`src/rtl/spi_pkg.sv`:
```
// Shared definitions for the SPI receive path: state encoding, default widths
// and the saturating word-count helper.
package spi_pkg;

  localparam int unsigned SPI_WORD_WIDTH = 8;
  localparam int unsigned FRAME_BYTES_W  = 8;

  typedef enum logic {
    IDLE  = 1'b0,
    SHIFT = 1'b1
  } spi_state_e;

  function automatic logic [FRAME_BYTES_W-1:0] sat_inc(input logic [FRAME_BYTES_W-1:0] v);
    return (v == '1) ? v : v + 1'b1;
  endfunction

endpackage

```
`src/rtl/spi_rx_holding_reg.sv`:
```
// Output holding register for received words: valid/ready handshake towards
// the consumer plus the sticky overrun flag.
module spi_rx_holding_reg
  import spi_pkg::*;
#(
  parameter int unsigned WORD_WIDTH = SPI_WORD_WIDTH
) (
  input  logic                  i_clk,
  input  logic                  i_rst,
  input  logic                  i_capture,
  input  logic [WORD_WIDTH-1:0] i_data,
  input  logic                  i_ready,
  input  logic                  i_ovr_clr,
  output logic [WORD_WIDTH-1:0] o_data,
  output logic                  o_valid,
  output logic                  o_overrun
);

  logic [WORD_WIDTH-1:0] r_data;
  logic                  r_valid;
  logic                  r_overrun;
  logic                  w_xfer;
  logic                  w_store;
  logic                  w_drop;

  assign w_xfer  = r_valid & i_ready;
  // A slot freed by a transfer on the same edge can take the new word.
  assign w_store = i_capture & (~r_valid | w_xfer);
  assign w_drop  = i_capture & r_valid & ~i_ready;

  always_ff @(posedge i_clk or posedge i_rst) begin
    if (i_rst) begin
      r_data    <= '0;
      r_valid   <= 1'b0;
      r_overrun <= 1'b0;
    end else begin
      if (w_store) begin
        r_data  <= i_data;
        r_valid <= 1'b1;
      end else if (w_xfer) begin
        r_valid <= 1'b0;
      end

      if (w_drop) begin
        r_overrun <= 1'b1;
      end else if (i_ovr_clr) begin
        r_overrun <= 1'b0;
      end
    end
  end

  assign o_data    = r_data;
  assign o_valid   = r_valid;
  assign o_overrun = r_overrun;

endmodule

```
`src/rtl/spi_rx_controller.sv`:
```
// SPI receive sequencer: frames bits with cs_n, drives the shift register
// load, counts bits and hands completed words to the holding register.
module spi_rx_controller
  import spi_pkg::*;
#(
  parameter int unsigned WORD_WIDTH = SPI_WORD_WIDTH,
  parameter int unsigned CNT_WIDTH  = 3
) (
  input  logic                     spi_clk,
  input  logic                     reset,
  input  logic                     cs_n,
  output logic                     sr_load,
  input  logic [WORD_WIDTH-1:0]    sr_data,
  output logic [WORD_WIDTH-1:0]    rx_data,
  output logic                     rx_valid,
  input  logic                     rx_ready,
  output logic                     overrun,
  input  logic                     overrun_clr,
  output logic                     frame_err,
  output logic                     frame_done,
  output logic [FRAME_BYTES_W-1:0] frame_bytes
);

  spi_state_e               r_state;
  spi_state_e               w_state_nxt;
  logic [CNT_WIDTH-1:0]     r_bit_cnt;
  logic                     r_cap_pending;
  logic                     r_frame_err;
  logic                     r_frame_done;
  logic [FRAME_BYTES_W-1:0] r_frame_bytes;
  logic                     w_shift;
  logic                     w_frame_start;
  logic                     w_frame_end;
  logic                     w_word_end;

  always_comb begin
    w_state_nxt   = r_state;
    w_shift       = 1'b0;
    w_frame_start = 1'b0;
    w_frame_end   = 1'b0;
    case (r_state)
      IDLE: begin
        if (!cs_n) begin
          w_state_nxt   = SHIFT;
          w_frame_start = 1'b1;
        end
      end
      SHIFT: begin
        if (cs_n) begin
          w_state_nxt = IDLE;
          w_frame_end = 1'b1;
        end else begin
          w_shift = 1'b1;
        end
      end
      default: w_state_nxt = IDLE;
    endcase
  end

  assign w_word_end = w_shift && (r_bit_cnt == CNT_WIDTH'(WORD_WIDTH - 1));
  assign sr_load    = w_shift;

  always_ff @(posedge spi_clk or posedge reset) begin
    if (reset) begin
      r_state <= IDLE;
    end else begin
      r_state <= w_state_nxt;
    end
  end

  // Capture lags the last shift by one edge so sr_data holds the full word.
  always_ff @(posedge spi_clk or posedge reset) begin
    if (reset) begin
      r_bit_cnt     <= '0;
      r_cap_pending <= 1'b0;
      r_frame_err   <= 1'b0;
      r_frame_done  <= 1'b0;
      r_frame_bytes <= '0;
    end else begin
      r_frame_done  <= w_frame_end;
      r_cap_pending <= w_word_end;

      if (w_frame_start || w_frame_end || w_word_end) begin
        r_bit_cnt <= '0;
      end else if (w_shift) begin
        r_bit_cnt <= r_bit_cnt + 1'b1;
      end

      if (w_frame_start) begin
        r_frame_bytes <= '0;
      end else if (r_cap_pending) begin
        r_frame_bytes <= sat_inc(r_frame_bytes);
      end

      if (w_frame_end && (r_bit_cnt != '0)) begin
        r_frame_err <= 1'b1;
      end else if (overrun_clr) begin
        r_frame_err <= 1'b0;
      end
    end
  end

  spi_rx_holding_reg #(
    .WORD_WIDTH(WORD_WIDTH)
  ) u_hold (
    .i_clk     (spi_clk),
    .i_rst     (reset),
    .i_capture (r_cap_pending),
    .i_data    (sr_data),
    .i_ready   (rx_ready),
    .i_ovr_clr (overrun_clr),
    .o_data    (rx_data),
    .o_valid   (rx_valid),
    .o_overrun (overrun)
  );

  assign frame_err   = r_frame_err;
  assign frame_done  = r_frame_done;
  assign frame_bytes = r_frame_bytes;

endmodule

```
`config.mk`:
```
export PLATFORM = sky130hd
export DESIGN_NAME = spi_rx_controller
export DESIGN_NICKNAME = d
export VERILOG_FILES = /design/src/rtl/spi_pkg.sv /design/src/rtl/spi_rx_holding_reg.sv /design/src/rtl/spi_rx_controller.sv
export SDC_FILE = /design/constraint.sdc
export NUM_CORES = 1
export LEC_CHECK = 0
export ABC_AREA = 1
export CAP_MARGIN = 20
export CORE_MARGIN = 3
export CORE_UTILIZATION = 28
export DETAILED_ROUTE_END_ITERATION = 8
export PLACE_DENSITY = 0.49
export SLEW_MARGIN = 30
export SYNTH_ARGS = -nofsm -noshare
export SYNTH_HDL_FRONTEND = slang
export SYNTH_HIERARCHICAL = 1
export SYNTH_SLANG_ARGS = --single-unit
export TNS_END_PERCENT = 10
```
`constraint.sdc`:
```
create_clock -name spi_clk -period 2.1 [get_ports spi_clk]
set_input_delay 0.21 -clock spi_clk [delete_from_list [all_inputs] [get_ports spi_clk]]
set_output_delay 0.21 -clock spi_clk [all_outputs]
set_load 0.02 [all_outputs]
```
# Yosys cells after proc, flatten, opt, wreduce, memory -nomap -nowiden
# Cells that the tools add are included.
[totals] register_bits=25 inputBits=13 out_inout_bits=21 word_cells=47
[op_classes] add_sub_neg=2 eq_ne=3 muxes=15 n_bitwise=7 reduce_logical=11
[ops] operator="2-to-1 mux 8 bit" count=3
[ops] operator="2-to-1 mux 1 bit" count=10
[ops] operator="nonzero test 2 bit" count=5
[ops] operator="adder 8 x 1 -> 8 bit, second input constant" count=1
[ops] operator="equality test 8 bit, second input constant" count=1
[ops] operator="2-to-1 mux 3 bit" count=2
[ops] operator="AND 1 bit" count=4
[ops] operator="adder 3 x 1 -> 3 bit, second input constant" count=1
[ops] operator="equality test 3 bit, second input constant" count=1
[ops] operator="nonzero test 3 bit" count=1
[ops] operator="logical AND 1 bit" count=2
[ops] operator="logical OR 1 bit" count=2
[ops] operator="inequality test 2 bit, second input constant" count=1
[ops] operator="inverter 1 bit" count=2
[ops] operator="AND reduction 2 bit" count=1
[ops] operator="OR 1 bit" count=1

# Logic depth before layout (Yosys ltp)
# Gate-level depths: netlist (run 1).
[depth] depth_word=5 ltp_mapped=8 ltp_nobuf=8

# By module
# Netlist (run 1), hierarchy kept.
[modules_own_cells] module="spi_rx_controller" instances=1 cells_each=106 area_per_inst_um2=850.8 seq_area_each_um2=375.4
[modules_own_cells] module="spi_rx_holding_reg" instances=1 cells_each=44 area_per_inst_um2=478.0 seq_area_each_um2=250.2

# Least setup slack after synthesis (run 1)
# OpenSTA, ideal clock, no wires.
[synth_path] kind="register -> register" start="reg r_bit_cnt[0]" end="reg r_bit_cnt[2]" arrival_ps=1240 required_ps=2017 slack_ps=777 stages_incl_launch_ff=7 path_buffers=0 cell_sequence="dfrtp_1 > ha_1 > ha_1 > nand2_1 > nand2_1 > or2_2 > o21ai_0"
[synth_via] elab_chain_cells=4 elab_cells_between_ends=7 classes_between="add/sub: 1; eq/ne: 1; mux: 2; reduce/logical: 3"
[synth_lines] item="start: declaration" line="spi_rx_controller.sv:26" text="logic [CNT_WIDTH-1:0] r_bit_cnt;"
[synth_lines] item="start signal: assignment" line="spi_rx_controller.sv:86" text="r_bit_cnt <= r_bit_cnt + 1'b1;"
[synth_lines] item="branches (longest 4 deep; another with adder 3 x 1 -> 3 bit)"
# Parallel ways; which one is timed is not known. The select of a mux whose other input is x is not followed.
# A chain may end at the register's enable or synchronous reset.

# Final worst setup path (run 1)
[layout_path] start="in cs_n" end="out sr_load"
[layout_via] elab_chain_cells=2
[layout_lines] item="start: declaration" line="spi_rx_controller.sv:11" text="input logic cs_n,"
[layout_lines] item="2-to-1 mux 1 bit"
[layout_lines] item="via w_state_nxt" line="spi_rx_controller.sv:25" text="spi_state_e w_state_nxt;"
[layout_lines] item="2-to-1 mux 1 bit" line="spi_rx_controller.sv:41" text="case (r_state)"
[layout_lines] item="end: declaration" line="spi_rx_controller.sv:12" text="output logic sr_load,"
# The timed path passes the listed nets, and every way through them passes these cells.

==> summary.txt, run 1 <==
Clock Path Buffers: 2
First-pass DRT Iterations: 4
Worst reg2reg startpoint: r_bit_cnt[0]$_DFFE_PP0P_
CTS Root Cell: clkbuf_8
Synth Warn #: 6
Worst path slowest cell: clkdlybuf4s50_1
Detailed Place HPWL: 2140 um
CP max stage delay: 640 ps
Row count: 24
# IOs: 34
Setup TNS: 0 ps
Number of fill cells: 456
Period utilisation layout: 88.6%
Mapped cell area: 1330 um2
Vias in the first global route: 984
Syn_nets: 170
Area Growth Syn to Fin: 30.9%
Final hold viol count: 0
RSZ-0062 raised after global routing: no
Avg Cell Area, Syn: 8.86 um2
Crit-path max FO: 6
Synth Flop Type: dfrtp_1
Drt drc: 0
CTS buffer count: 3
Clk Latency, worst-skew pair: 270 ps
Post-CTS setup buffer count: 0
Most frequent cells in the layout: nand2_1 (51), clkdlybuf4s50_1 (33), dfrtp_1 (25)
# diodes: 0
Ranking of synthesized cells by area: dfrtp_1 (47%), nand2_1 (14%), nand3_2 (6.8%)
CTS tree: done
Finish-stage setup viols: 0
Layout cells sized above 1: 12.4%
Pwr per Cell Area: 504 nW/um2
Largest net degree at the start of global routing: 16
Synth top area share: 47.1%
Cells after Synth: 150
Slew Limit Fails: 0
Crit end category: output port
Clk sinks: 25
Die area: 5610 um2
Worst-path clk slew: 90 ps
Gr usage total: 10.8%
R2r setup slk: 630 ps
Worst path cell trace: clkdlybuf4s50_1 > inv_1 > ha_1 > clkdlybuf4s50_1
Fin crit period: 1860 ps
Antenna-violating nets left: 0
Fin nets: 206
CP startpoint kind: input pin
Die height: 74.9 um
Static Leakage: 0.000865 uW
Starting DRT DRC Count: 30
Top cell by count, worst path: clkdlybuf4s50_1
Setup CP Type: in -> out
Buffers added on ports: 33
Initial Util: 29.7%
Util after Layout: 38.9%
Library cells used by synthesis: 22
Worst slew margin: 58.5%
Post-synth EDFFs: 0
GRT overflow: 0
Initial antenna violation count: 0
Arrival time at the worst endpoint: 1650 ps
Cell taking the most area after synthesis: dfrtp_1
# H-tree levels: 1
CP required: 1890 ps
Worst IR Drop VDD: 0.256 mV
DR vias/cell: 4.39
Sequential area share after synthesis: 47.1%
Most common cell after layout, fill and taps aside: nand2_1
GP Congestion: 0.845
Status: finished, final reports clean
First-pass GRT wire length: 4620 um
Hold buffers post-CTS: 0
Actual slew at the worst max-slew pin: 621 ps
Die width: 74.9 um
Crit path from: cs_n
DR vias: 1041
Post_cts resized: 0
CORE AREA: 4470 um2
#FFs+latches synth: 25
Max-cap violations: 0
Total routed wirelength: 2810 um
HP Class: in -> async
Wire per inst: 11.9 um
Async set-or-reset flop fraction in the synthesized netlist: 100%
F_max: 538 MHz
Clock skew: 3.35 ps
[stage by stage]
stage	power (uW)	worst slack [ps]	hold slack, ps	instance area, um2	std cells
2_1_floorplan	545	777	50.2	1330	150
3_3_place_gp	591	294	454	1690	233
3_5_place_dp	593	242	461	1690	233
4_1_cts	896	234	255	1740	237
5_1_grt	923	186	284	1740	237
6_report	876	240	250	1740	237
[path summary, 6_finish.rpt]
check / cells after the start / endpoint
hold reg to reg: 2 / u_hold/o_data[1]$_DFFE_PP0P_
setup reg to reg: 6 / r_bit_cnt[0]$_DFFE_PP0P_
hold / removal: 2 / u_hold/o_data[6]$_DFFE_PP0P_
min in group spi_clk: 2 / u_hold/o_data[1]$_DFFE_PP0P_
setup / recovery: 4 / sr_load
max in group asynchronous: 2 / frame_bytes[5]$_DFFE_PP0P_
[registers in the layout (all words and copies together) (netlist names)]
signal,flops
frame_bytes,8
frame_done,1
frame_err,1
r_bit_cnt,3
r_cap_pending,1
r_state,1
u_hold/o_data,8
u_hold/o_overrun,1
u_hold/o_valid,1
[power by group]
part           internal [uW]  total, uW  switching [uW]  leakage [uW]
Sequential               489        494            4.89      0.000344
Combinational           41.2       87.2            46.0      0.000498
Clock                    135        294             160     0.0000217
[cell usage after synthesis (2+ instances only)]
master,n
nand3_2,9
dfrtp_1,25
inv_1,22
nand2_1,51
nor2_1,5
ha_1,7
nand2_4,3
o21ai_0,4
nand3_1,10
or2_2,2
[cells by family (layout without fill, tap and decap cells)]
family	after synthesis	count (layout)	share of synthesized area [%]
AOI/OAI and AO/OA	8	8	4.05
xor gates and xnor gates	2	2	1.32
adders and majority gates	7	7	6.59
buffers and inverters	24	59	8.76
DFF	25	25	47.1
and+or+nand+nor	84	84	32.2
[cell type report]
class                           count  area [um2]  area share [%]
Timing Repair Buffer               33         330            19.0
Clock buffer                        3        41.3            2.37
Inverter                           22        82.6            4.75
Sequential cell                    25         626            36.0
Multi-Input combinational cell    101         587            33.7
Clock inverter                      1        7.51           0.432
Tap cell                           52        65.1            3.74
[layer usage]
metal	wire length, um	vias up	share of wire, %	track usage (%)
li1	-	537	-	-
met1	1410	478	50	14.9
met2	1260	22	45	16.6
met3	105	4	3.7	2.00
met4	39	0	1.4	4.74
met5	0	-	0	0
[critical path: cells and delay by family]
| family | cells | cell delay (ps) |
|---|---|---|
| buffers and inverters | 3 | 1160 |
| adder cells (fa/ha/maj) | 1 | 270 |
(Power assumes the default switching activity.)
==> inputs of run 2 (changes only) <==
--- a/config.mk
+++ b/config.mk
@@ -7,8 +7,9 @@
 export LEC_CHECK = 0
 export ABC_AREA = 1
 export CAP_MARGIN = 20
-export CORE_MARGIN = 3
+export CORE_MARGIN = 2
 export CORE_UTILIZATION = 28
+export CTS_BUF_LIST = sky130_fd_sc_hd__clkbuf_16
 export DETAILED_ROUTE_END_ITERATION = 8
 export PLACE_DENSITY = 0.49
 export SLEW_MARGIN = 30
==> run 2 against run 1 <==
  * Via count is 1.7% higher
  * Clock skew decreased by 1.3 ps
  * Cell count is 0.84% higher
  * Sequential power hardly changed
  * Clock power increased by 40%
  * Worst hold slack improved by 24 ps
  * Non-clock buffer count stayed put
  * First-iteration DRC count up 3.3%
  * Cell area increased by 1.9%
==> summary.txt, run 2 (synthesis results as in run 1) <==
Drt drc: 0
Overall power: 995 uW
Share of total power in sequential cells: 49.7%
Setup ws final: 270 ps
Setup CP Type: in -> out
Most frequent cells in the layout: nand2_1 (51), clkdlybuf4s50_1 (33), dfrtp_1 (25)
Inst Count DP: 235
Clk sinks: 25
Number of fill cells: 483
DR vias/cell: 4.43
Die width: 72.9 um
CTS buffer count: 3
HP Class: in -> async
Finish-stage setup viols: 0
Net Sw Power: 209 uW
Worst path bufs/invs: 3
Combinational Power Share: 8.8%
Final hold viol count: 0
Buffers added on ports: 33
Fin crit period: 1830 ps
Antenna-violating nets left: 0
# diodes: 0
Clock skew: 2.05 ps
Status: finished, final reports clean
# IOs: 34
Initial antenna violation count: 0
Reg area: 626 um2
Static Leakage: 0.000885 uW
Switch share: 21.0%
Reg2reg path depth: 6
Largest net degree at the start of global routing: 16
# H-tree levels: 1
FF-to-FF End: r_bit_cnt[0]$_DFFE_PP0P_
Arrival time at the worst endpoint: 1620 ps
Layout cells sized above 1: 11.9%
Most common cell after layout, fill and taps aside: nand2_1
Setup TNS: 0 ps
Top cell by count, worst path: clkdlybuf4s50_1
Max-cap violations: 0
CP required: 1890 ps
Power share of the clock group: 41.5%
Detailed Place HPWL: 2220 um
Place WS: 264 ps
Met2 WL: 1460 um
RSZ-0062 raised after global routing: no
Final cell count without fillers: 239
Worst path cell trace: clkdlybuf4s50_1 > inv_1 > ha_1 > clkdlybuf4s50_1
R2r setup slk: 620 ps
CP max stage delay: 630 ps
Worst slew margin: 58.4%
Worst-path clk slew: 60 ps
Initial Util: 28.5%
GP Congestion: 0.834
First-pass DRT Iterations: 4
Fin nets: 206
Die area: 5310 um2
CORE AREA: 4660 um2
Area Growth Syn to Fin: 33.3%
Met3 wire len: 118 um
Total routed wirelength: 2880 um
Die height: 72.9 um
Clock Path Buffers: 2
Clk Latency, worst-skew pair: 250 ps
Family with the most delay on the worst path: buffers and inverters
DP Area: 1690 um2
Vias in the first global route: 1042
Period utilisation layout: 87.2%
Max layer used: met4
Post-CTS setup buffer count: 0
Slew Limit Fails: 0
Hold buffers post-CTS: 0
Wire per inst: 12.0 um
Pwr per Cell Area: 562 nW/um2
Worst reg2reg startpoint: r_bit_cnt[0]$_DFFE_PP0P_
DR vias: 1059
Crit-path max FO: 6
Met1 WL: 1280 um
GRT overflow: 0
Worst IR Drop VDD: 0.421 mV
CP startpoint kind: input pin
First-pass GRT wire length: 4710 um
Final instance area: 1770 um2
Post_cts resized: 0
P_int: 786 uW
Gr usage total: 11.4%
Area of the multi-input gates: 587 um2
F_max: 546 MHz
CTS Root Cell: clkbuf_16
CTS tree: done
Crit end category: output port
Row count: 25
Worst path slowest cell: clkdlybuf4s50_1
Actual slew at the worst max-slew pin: 623 ps
Starting DRT DRC Count: 31
## run 2: cell count changes in the layout (fill, tap and decap cells not counted), sizes merged
cell and delta:
inv +1, clkinvlp -1
## run 2: power by group through the flow
stage	registers, uW	clock network (uW)	logic, uW
global route	496	452	97.3
finish	495	413	87.5
floorplan	509	0	35.9
detailed placement	504	0	89.9
CTS	495	429	90.3
global placement	504	0	87.1
## run 2: area by class of cell
cell class                 count  area share (%)
sequential                    25            35.3
multi-input combinational    101            33.1
timing repair buffer          33            18.6
inverter                      22            4.66
clock buffer                   3            4.24
tap                           54            3.81
clock inverter                 1           0.212
## run 2: worst reg2reg max path: stages (launching register included)
cell     delay (ps)
dfrtp_1         380
ha_1            210
ha_1            180
nand2_1          80
nand2_1          60
or2_2           290
o21ai_0         180
## run 2: how the worst max path moves through the flow
| stage | start | to | slack (ps) | cells past startpoint |
|---|---|---|---|---|
| 4_1_cts | cs_n | sr_load | 260 | 4 |
| 3_5_place_dp | cs_n | sr_load | 260 | 4 |
| 5_1_grt | cs_n | sr_load | 200 | 4 |
| 2_1_floorplan | r_bit_cnt[0]$_DFFE_PP0P_ | r_bit_cnt[2]$_DFFE_PP0P_ | 780 | 6 |
| 6_report | cs_n | sr_load | 270 | 4 |
| 3_3_place_gp | cs_n | sr_load | 290 | 4 |
## run 2: layer usage
| metal | up-vias | GRT usage, % |
|---|---|---|
| met4 | 0 | 2.47 |
| met3 | 2 | 3.18 |
| met2 | 20 | 20.8 |
| met5 | - | 0 |
| li1 | 533 | - |
| met1 | 504 | 13.3 |
## run 2: through the flow
| step | util [%] | hold slack [ps] |
|---|---|---|
| 2_1_floorplan | - | 50.2 |
| 3_3_place_gp | 36.3 | 454 |
| 3_5_place_dp | 36.3 | 463 |
| 4_1_cts | 38.0 | 285 |
| 5_1_grt | 38.0 | 305 |
| 6_report | 38.0 | 274 |
